<file path="config.mk">
export PLATFORM = sky130hd
export DESIGN_NAME = mmu_dma
export DESIGN_NICKNAME = d
export VERILOG_FILES = /design/src/rtl/mmu_pkg.sv /design/src/rtl/mmu_dma_engine.sv /design/src/rtl/mmu_dma.sv
export SDC_FILE = /design/constraint.sdc
export NUM_CORES = 1
export LEC_CHECK = 0
export CORE_UTILIZATION = 56
export DETAILED_ROUTE_END_ITERATION = 12
export GPL_ROUTABILITY_DRIVEN = 0
export PLACE_DENSITY_LB_ADDON = 0.05
export SYNTH_ARGS = -nofsm -noshare
export SYNTH_HDL_FRONTEND = slang
export SYNTH_SLANG_ARGS = --single-unit
</file>
<file path="constraint.sdc">
create_clock -name clock -period 4.8 [get_ports clock]
set_input_delay 0.96 -clock clock [delete_from_list [all_inputs] [get_ports clock]]
set_output_delay 0.96 -clock clock [all_outputs]
set_load 0.05 [all_outputs]
</file>
<file path="src/rtl/mmu_pkg.sv">
// Shared definitions for the MMU / OAM DMA slice: address map, DMA state
// encoding and small address/data helpers.
package mmu_pkg;

  localparam logic [15:0] MAIN_LIMIT   = 16'hFDFF;
  localparam logic [15:0] VRAM_BASE    = 16'h8000;
  localparam logic [15:0] VRAM_LIMIT   = 16'h9FFF;
  localparam logic [15:0] OAM_BASE     = 16'hFE00;
  localparam logic [15:0] OAM_LIMIT    = 16'hFE9F;
  localparam logic [15:0] IO_BASE      = 16'hFF00;
  localparam logic [15:0] PERIPH_LIMIT = 16'hFF3F;
  localparam logic [15:0] JOYPAD_ADDR  = 16'hFF00;
  localparam logic [15:0] TIMER_BASE   = 16'hFF04;
  localparam logic [15:0] TIMER_LIMIT  = 16'hFF07;
  localparam logic [15:0] IF_ADDR      = 16'hFF0F;
  localparam logic [15:0] SOUND_BASE   = 16'hFF10;
  localparam logic [15:0] SOUND_LIMIT  = 16'hFF3F;
  localparam logic [15:0] PPU_REG_BASE = 16'hFF40;
  localparam logic [15:0] PPU_REG_LIMIT= 16'hFF4B;
  localparam logic [15:0] DMA_REG_ADDR = 16'hFF46;
  localparam logic [15:0] BOOT_OFF_ADDR= 16'hFF50;
  localparam logic [15:0] HRAM_BASE    = 16'hFF80;
  localparam logic [15:0] IE_ADDR      = 16'hFFFF;

  typedef enum logic [1:0] {
    DMA_IDLE,
    DMA_START,
    DMA_READ,
    DMA_WRITE
  } dma_state_t;

  // Source pages E0h-FFh alias work RAM (echo region).
  function automatic logic [7:0] dma_src_fold(input logic [7:0] src);
    return (src >= 8'hE0) ? (src & 8'hDF) : src;
  endfunction

  // Synthesizable stand-in boot image; swap for the production ROM table.
  function automatic logic [7:0] boot_rom_byte(input logic [7:0] addr);
    return (addr * 8'd7) + 8'h31;
  endfunction

endpackage

</file>
<file path="src/rtl/mmu_dma_engine.sv">
// OAM DMA engine: FF46h shadow/source register, transfer FSM, byte index,
// fetched-byte latch and the dma_active flag.
module mmu_dma_engine
  import mmu_pkg::*;
#(
  parameter int unsigned DMA_LEN   = 160,
  parameter int unsigned DMA_DELAY = 1
) (
  input  logic        clock,
  input  logic        reset_n,
  input  logic        start,
  input  logic [7:0]  start_src,
  input  logic [7:0]  rd_data,
  output logic [7:0]  shadow,
  output logic [15:0] src_addr,
  output logic [15:0] oam_addr,
  output logic [7:0]  wr_data,
  output logic        dma_read,
  output logic        dma_write,
  output logic        dma_active
);

  localparam int unsigned      IDX_W    = $clog2(DMA_LEN + 1);
  localparam logic [IDX_W-1:0] IDX_LAST = IDX_W'(DMA_LEN - 1);
  localparam logic [1:0]       DLY_LAST = (DMA_DELAY > 0) ? 2'(DMA_DELAY - 1) : 2'd0;
  localparam dma_state_t       KICK_STATE = (DMA_DELAY == 0) ? DMA_READ : DMA_START;

  dma_state_t       state_q, state_d;
  logic [IDX_W-1:0] idx_q, idx_d;
  logic [1:0]       dly_q, dly_d;
  logic [7:0]       src_q, src_d;
  logic [7:0]       latch_q;
  logic [15:0]      idx_ext;

  // State register.
  always_ff @(posedge clock or negedge reset_n) begin
    if (!reset_n) state_q <= DMA_IDLE;
    else          state_q <= state_d;
  end

  // Index, delay counter and source register.
  always_ff @(posedge clock or negedge reset_n) begin
    if (!reset_n) begin
      idx_q <= '0;
      dly_q <= '0;
      src_q <= '0;
    end else begin
      idx_q <= idx_d;
      dly_q <= dly_d;
      src_q <= src_d;
    end
  end

  // Byte fetched during READ, written to OAM in the following WRITE.
  always_ff @(posedge clock or negedge reset_n) begin
    if (!reset_n)                  latch_q <= '0;
    else if (state_q == DMA_READ)  latch_q <= rd_data;
  end

  // Next-state logic; an FF46h write overrides the sequence from any state,
  // discarding whatever byte was in flight.
  always_comb begin
    state_d = state_q;
    idx_d   = idx_q;
    dly_d   = dly_q;
    src_d   = src_q;
    case (state_q)
      DMA_IDLE: ;
      DMA_START: begin
        if (dly_q == DLY_LAST) state_d = DMA_READ;
        else                   dly_d   = dly_q + 2'd1;
      end
      DMA_READ:  state_d = DMA_WRITE;
      DMA_WRITE: begin
        if (idx_q == IDX_LAST) begin
          state_d = DMA_IDLE;
        end else begin
          idx_d   = idx_q + IDX_W'(1);
          state_d = DMA_READ;
        end
      end
      default:   state_d = DMA_IDLE;
    endcase
    if (start) begin
      src_d   = start_src;
      idx_d   = '0;
      dly_d   = '0;
      state_d = KICK_STATE;
    end
  end

  assign idx_ext    = 16'(idx_q);
  assign shadow     = src_q;
  assign src_addr   = {dma_src_fold(src_q), idx_ext[7:0]};
  assign oam_addr   = OAM_BASE + idx_ext;
  assign wr_data    = latch_q;
  assign dma_read   = (state_q == DMA_READ);
  assign dma_write  = (state_q == DMA_WRITE);
  assign dma_active = (state_q != DMA_IDLE);

endmodule

</file>
<file path="src/rtl/mmu_dma.sv">
// Game Boy MMU with integrated OAM DMA: CPU address decode, main/PPU bus
// muxing and arbitration, HRAM, peripheral selects.
// Optional boot ROM overlay at 0000-00FFh when MMU_BOOT_ROM_EN is defined.
module mmu_dma
  import mmu_pkg::*;
#(
  parameter int unsigned DMA_LEN    = 160,
  parameter int unsigned DMA_DELAY  = 1,
  parameter int unsigned HRAM_DEPTH = 127
) (
  input  logic        clock,
  input  logic        reset_n,
  input  logic [15:0] A_cpu,
  input  logic [7:0]  Di_cpu,
  output logic [7:0]  Do_cpu,
  input  logic        rd_cpu_n,
  input  logic        wr_cpu_n,
  output logic [15:0] A,
  output logic [7:0]  Do,
  input  logic [7:0]  Di,
  output logic        rd_n,
  output logic        wr_n,
  output logic        cs_n,
  output logic [15:0] A_ppu,
  output logic [7:0]  Do_ppu,
  input  logic [7:0]  Di_ppu,
  output logic        rd_ppu_n,
  output logic        wr_ppu_n,
  output logic        cs_ppu,
  input  logic [7:0]  Do_interrupt,
  input  logic [7:0]  Do_timer,
  input  logic [7:0]  Do_sound,
  input  logic [7:0]  Do_joypad,
  output logic        cs_interrupt,
  output logic        cs_timer,
  output logic        cs_sound,
  output logic        cs_joypad,
  output logic        dma_active
);

  localparam logic [15:0] HRAM_LAST = HRAM_BASE + 16'(HRAM_DEPTH) - 16'd1;

  logic main_hit, ppu_hit, dma_reg_hit, hram_hit;
  logic int_hit, timer_hit, sound_hit, joy_hit, periph_hit;
  logic cpu_ok, cpu_wr, dma_start, main_sel;
  logic boot_hit, dma_src_boot, src_vram;
  logic [7:0]  boot_data, dma_boot_data, dma_rd_data, hram_rdata, shadow, dma_wr_data;
  logic [15:0] src_addr, oam_addr;
  logic        dma_read, dma_write;
  logic [6:0]  hram_idx;
  logic [7:0]  hram [HRAM_DEPTH];

  // CPU address decode.
  always_comb begin
    main_hit    = (A_cpu <= MAIN_LIMIT);
    ppu_hit     = ((A_cpu >= VRAM_BASE) && (A_cpu <= VRAM_LIMIT)) ||
                  ((A_cpu >= OAM_BASE) && (A_cpu <= OAM_LIMIT)) ||
                  ((A_cpu >= PPU_REG_BASE) && (A_cpu <= PPU_REG_LIMIT) &&
                   (A_cpu != DMA_REG_ADDR));
    dma_reg_hit = (A_cpu == DMA_REG_ADDR);
    hram_hit    = (A_cpu >= HRAM_BASE) && (A_cpu <= HRAM_LAST);
    int_hit     = (A_cpu == IF_ADDR) || (A_cpu == IE_ADDR);
    timer_hit   = (A_cpu >= TIMER_BASE) && (A_cpu <= TIMER_LIMIT);
    sound_hit   = (A_cpu >= SOUND_BASE) && (A_cpu <= SOUND_LIMIT);
    joy_hit     = (A_cpu == JOYPAD_ADDR);
    periph_hit  = ((A_cpu >= IO_BASE) && (A_cpu <= PERIPH_LIMIT)) || (A_cpu == IE_ADDR);
    // While DMA owns the buses only HRAM, peripherals and FF46h stay reachable.
    cpu_ok      = !dma_active || hram_hit || periph_hit || dma_reg_hit;
  end

  assign cpu_wr    = reset_n && !wr_cpu_n;
  assign dma_start = cpu_wr && dma_reg_hit;
  assign hram_idx  = A_cpu[6:0];
  assign hram_rdata = hram[hram_idx];
  assign src_vram  = (src_addr >= VRAM_BASE) && (src_addr <= VRAM_LIMIT);

`ifdef MMU_BOOT_ROM_EN
  logic boot_en_q;
  logic boot_off_wr;

  assign boot_off_wr = cpu_wr && !dma_active && (A_cpu == BOOT_OFF_ADDR) && (Di_cpu == 8'h01);

  // Overlay enable: set only by reset, cleared by writing 01h to FF50h.
  always_ff @(posedge clock or negedge reset_n) begin
    if (!reset_n)         boot_en_q <= 1'b1;
    else if (boot_off_wr) boot_en_q <= 1'b0;
  end

  assign boot_hit      = boot_en_q && (A_cpu[15:8] == 8'h00);
  assign dma_src_boot  = boot_en_q && (src_addr[15:8] == 8'h00);
  assign boot_data     = boot_rom_byte(A_cpu[7:0]);
  assign dma_boot_data = boot_rom_byte(src_addr[7:0]);
`else
  assign boot_hit      = 1'b0;
  assign dma_src_boot  = 1'b0;
  assign boot_data     = 8'hFF;
  assign dma_boot_data = 8'hFF;
`endif

  // Boot overlay only steals reads; writes to 0000-00FFh still reach the cartridge.
  assign main_sel = main_hit && !(boot_hit && !rd_cpu_n);

  assign dma_rd_data = src_vram ? Di_ppu : (dma_src_boot ? dma_boot_data : Di);

  mmu_dma_engine #(
    .DMA_LEN   (DMA_LEN),
    .DMA_DELAY (DMA_DELAY)
  ) u_engine (
    .clock      (clock),
    .reset_n    (reset_n),
    .start      (dma_start),
    .start_src  (Di_cpu),
    .rd_data    (dma_rd_data),
    .shadow     (shadow),
    .src_addr   (src_addr),
    .oam_addr   (oam_addr),
    .wr_data    (dma_wr_data),
    .dma_read   (dma_read),
    .dma_write  (dma_write),
    .dma_active (dma_active)
  );

  // HRAM: synchronous write, combinational read.
  always_ff @(posedge clock) begin
    if (cpu_wr && hram_hit) hram[hram_idx] <= Di_cpu;
  end

  // CPU read data mux.
  always_comb begin
    Do_cpu = 8'hFF;
    if (cpu_ok) begin
      if (dma_reg_hit)    Do_cpu = shadow;
      else if (hram_hit)  Do_cpu = hram_rdata;
      else if (int_hit)   Do_cpu = Do_interrupt;
      else if (timer_hit) Do_cpu = Do_timer;
      else if (sound_hit) Do_cpu = Do_sound;
      else if (joy_hit)   Do_cpu = Do_joypad;
      else if (boot_hit)  Do_cpu = boot_data;
      else if (ppu_hit)   Do_cpu = Di_ppu;
      else if (main_hit)  Do_cpu = Di;
    end
  end

  // Main/PPU bus drive: CPU passthrough when idle, DMA strobes win when active.
  always_comb begin
    A        = A_cpu;
    Do       = Di_cpu;
    A_ppu    = A_cpu;
    Do_ppu   = Di_cpu;
    cs_n     = 1'b1;
    rd_n     = 1'b1;
    wr_n     = 1'b1;
    cs_ppu   = 1'b0;
    rd_ppu_n = 1'b1;
    wr_ppu_n = 1'b1;
    if (!dma_active) begin
      if (main_sel) begin
        cs_n = 1'b0;
        rd_n = rd_cpu_n;
        wr_n = wr_cpu_n;
      end
      if (ppu_hit) begin
        cs_ppu   = 1'b1;
        rd_ppu_n = rd_cpu_n;
        wr_ppu_n = wr_cpu_n;
      end
    end
    if (dma_read) begin
      if (src_vram) begin
        A_ppu    = src_addr;
        cs_ppu   = 1'b1;
        rd_ppu_n = 1'b0;
      end else if (!dma_src_boot) begin
        A    = src_addr;
        cs_n = 1'b0;
        rd_n = 1'b0;
      end
    end
    if (dma_write) begin
      A_ppu    = oam_addr;
      Do_ppu   = dma_wr_data;
      cs_ppu   = 1'b1;
      wr_ppu_n = 1'b0;
    end
    if (!reset_n) begin
      cs_n     = 1'b1;
      rd_n     = 1'b1;
      wr_n     = 1'b1;
      cs_ppu   = 1'b0;
      rd_ppu_n = 1'b1;
      wr_ppu_n = 1'b1;
    end
  end

  // Peripheral chip selects follow the CPU address regardless of DMA.
  always_comb begin
    cs_interrupt = reset_n && int_hit;
    cs_timer     = reset_n && timer_hit;
    cs_sound     = reset_n && sound_hit;
    cs_joypad    = reset_n && joy_hit;
  end

endmodule

</file>
==> results by group <==
Run status
  – Result of the run: finished, violations left
  – Violated checks: negative setup slack

Timing
  – Setup tns final: -0.268 ns
  – Relative slew margins: 0.261
  – Period minus WS final: 4.91 ns
  – Worst hold margin: 0.476 ns
  – Max Fclk: 0.204 GHz
  – Period utilisation layout: 1.02
  – Final hold violations: 0
  – Setup repair after global routing missed its margin: yes
  – Max-slew violations: 0
  – Worst slew pin tran: 1.11 ns
  – Final Setup Violations: 5
  – Setup ws final: -0.109 ns
  – Worst clock skew: 0.00404 ns

Clock network
  – TritonCTS clock tree: done
  – Number of H-tree levels: 3
  – Clk pin slew, worst setup/hold paths: 0.06 ns
  – Total CTS buffers: 105
  – Clock latency at the later pin of the worst-skew pair: 0.67 ns
  – Clock tree root driver cell: clkbuf_16
  – Clock sink count: 1044
  – Clock Tree Buf Depth: 3

Final layout
  – Non-Filler Instances: 4101
  – Most frequent standard cell in the layout excluding fill and tap cells: edfxtp_1
  – Util after Layout: 0.695
  – Most frequent cells in the layout: edfxtp_1, buf_4, nor2_1
  – Layout overhead on the synthesized area: 23.0%
  – Fraction of layout cells with a size suffix above 1: 0.275
  – Total number of nets in the final design: 3122

Synth
  – Count of mapped cells out of synthesis: 2525
  – Yosys warns: 0
  – Number of distinct library cell variants in the gate-level netlist after synthesis: 79
  – Most used DFF post-synth: edfxtp_1
  – Sequential share of the synthesized area: 0.742
  – Post-synth net total: 2604
  – Ys async rst share: 0.0268
  – Synthesized area divided by synthesized cell count: 16.7 sq um
  – #FFs+latches synth: 1044
  – Post-synthesis cell area: 0.0421 sq mm
  – Post-synth EDFFs: 1016

Critical path
  – Critical path depth: 12
  – Worst setup path start: A_cpu[0]
  – Worst reg-to-reg path cell count: 6
  – Category of the most critical setup path: in -> out
  – Worst Setup EP: Do_cpu[2]
  – CP max stage delay: 0.68 ns
  – Cell family contributing the most delay on the critical path: compound AO/OA/AOI/OAI gates
  – Cell breakdown of the critical path: buf_16 > buf_12 > mux2_4 > a221o_1 > a222oi_1 > buf_4 > o22a_1 > nand4_1 > nor4_4 > buf_4 > a21oi_2 > buf_6
  – Endpoint required time on the critical path: 3.84 ns
  – Endpoint of the most critical register-to-register path: u_engine.idx_q[5]
  – Startpoint of the lowest-slack register-to-register path: u_engine.state_q[0]
  – Capturing element type of the critical path: output port
  – Crit-path most repeated cell: buf_4
  – Startpoint class of the critical path: input pin
  – R2R Setup Slk: 2.57 ns
  – Data arrival, critical path: 3.95 ns
  – Slowest cell on crit path: a222oi_1
  – Sum of buffers and inverters on the critical path: 5
  – Peak fanout along the critical path: 5

Die
  – Number of placement rows: 100
  – Count of pins on the block boundary: 143
  – Area enclosed by the die boundary: 0.0763 sq mm
  – Die width: 276 um
  – Vertical die dimension: 276 um
  – CORE AREA: 0.0744 sq mm
  – Initial core utilization: 0.565

Placement
  – Port-buffer cells: 142
  – DP HPWL: 90700 um
  – Worst setup slack after placement: -0.821 ns
  – Instance count after placement with tap cells included: 3871

Routing
  – Average wire per standard cell: 33.5 um
  – Number of remaining DRC errors: 0
  – Average vias per placed instance: 6.69
  – DRT Pass-1 Iters: 6
  – Routed wire length: 137000 um
  – DRC violation total after the first TritonRoute iteration: 3516
  – Vias post-DR: 27418
  – Post-detailed-route count of antenna-violating nets: 0

Global route
  – Total global-route track usage: 0.359
  – Remaining global-route overflow: 0
  – Number of global-route vias before repair: 26792
  – Largest net degree at the start of global routing: 104
  – Wire length of the first global-routing pass: 195000 um
  – Number of antenna violations at the first check in global routing: 5

Pwr
  – Cell area power density: 380 mW/mm^2
  – Part of the total power dissipated in sequential elements: 0.513
  – Largest vdd supply drop: 0.352 mV
  – Cell leakage power: 17.5 nW
  – Gate power share: 0.086
  – Psw: 4.55 mW
  – Clock network fraction of design power: 0.402
  – Net switching fraction of the power: 0.232
  – P_int: 15.1 mW

Hold path
  – Worst min-delay path category: reg -> reg

Run
  – Max-capacitance violation count: 0
[logic make-up after synthesis]
group,count (synthesis),synth area share
buffers and inverters,195,0.0236
AO/OA/AOI/OAI,560,0.0994
flip-flops,1044,0.742
multiplexers,275,0.0841
AND/OR/NAND/NOR,440,0.0488
XOR/XNOR,8,0.00166
adder cells (fa/ha/maj),3,0.000892
[Yosys cell counts, types with 14 or more instances]
| cell type | n | area (sq um) |
|---|---|---|
| buf_1 | 14 | 52.6 |
| a22o_1 | 17 | 149 |
| buf_2 | 56 | 280 |
| a21oi_1 | 63 | 315 |
| o22ai_1 | 17 | 106 |
| a22oi_1 | 148 | 1110 |
| edfxtp_1 | 1016 | 30500 |
| a221o_1 | 29 | 290 |
| o2bb2ai_1 | 17 | 149 |
| a221oi_1 | 71 | 622 |
| mux4_2 | 50 | 1130 |
| buf_4 | 23 | 173 |
| o21ai_0 | 66 | 330 |
| buf_6 | 14 | 158 |
| nor2_1 | 200 | 751 |
| a31oi_1 | 28 | 175 |
| mux2_2 | 100 | 1130 |
| dfrtp_1 | 28 | 701 |
| nand2_1 | 106 | 398 |
| mux2i_1 | 99 | 991 |
| nand2b_1 | 14 | 87.6 |
| clkbuf_1 | 73 | 274 |
| nor4_1 | 15 | 93.8 |
| mux2_1 | 25 | 282 |
[worst register-to-register path: cells and delay by family (launching register included)]
| kind | cells | cell delay (ns) |
|---|---|---|
| AOI/OAI and AO/OA | 1 | 0.31 |
| and+or+nand+nor | 4 | 1.18 |
| DFF | 1 | 0.46 |
| xor gates and xnor gates | 1 | 0.15 |
[stage by stage]
step           area, sq um  power, mW
2_1_floorplan        42100       11.0
3_3_place_gp         47500       11.8
3_5_place_dp         47500       11.8
4_1_cts              51400       19.6
5_1_grt              51800       20.1
6_report             51800       19.6
[timing repair]
action	CTS	global route
hold buffers	0	0
buffers inserted	15	13
setup endpoints to repair	8	8
endpoints found under the hold margin	0	0
resized for setup	67	38
cloned	4	2
pin swaps	13	14
[power by group through the flow]
stage	registers, mW	logic [mW]	clock network [mW]
floorplan	10.2	0.752	0
global placement	10.3	1.55	0
detailed placement	10.3	1.57	0
CTS	10.1	1.63	7.94
global route	10.1	1.73	8.27
finish	10.1	1.68	7.89
[flip-flops by register name, summed over array words and instances (netlist names)]
| name | count |
|---|---|
| u_engine.dly_q | 2 |
| u_engine.state_q | 2 |
| u_engine.idx_q | 8 |
| u_engine.shadow | 8 |
| u_engine.wr_data | 8 |
| hram | 1016 |
[area by class of cell]
type                            count  area (sq um)
Antenna cell                        2          5.00
Clock buffer                      135          2790
Clock inverter                     59           492
Fill cell                        4906         22700
Inverter                           15          62.6
Multi-Input combinational cell   1286         10300
Sequential cell                  1044         31200
Tap cell                          969          1210
Timing Repair Buffer              591          5670
[per-layer routing]
| metal | vias to the layer above | track usage | part of all wire |
|---|---|---|---|
| li1 | 11263 | - | - |
| met1 | 13919 | 0.489 | 0.37 |
| met2 | 1855 | 0.562 | 0.46 |
| met3 | 375 | 0.0835 | 0.12 |
| met4 | 6 | 0.152 | 0.049 |
| met5 | - | 0 | 0.00032 |
[how the worst min path moves through the flow]
| stage | startpoint | end | cells past startpoint |
|---|---|---|---|
| floorplan | u_engine.wr_data[0] | u_engine.wr_data[0] | 2 |
| global placement | u_engine.wr_data[7] | u_engine.wr_data[7] | 2 |
| detailed placement | u_engine.wr_data[5] | u_engine.wr_data[5] | 2 |
| CTS | u_engine.wr_data[5] | u_engine.wr_data[5] | 2 |
| global route | u_engine.wr_data[5] | u_engine.wr_data[5] | 2 |
| finish | u_engine.wr_data[5] | u_engine.wr_data[5] | 2 |
Note: power is estimated with default switching activity, not from simulation.
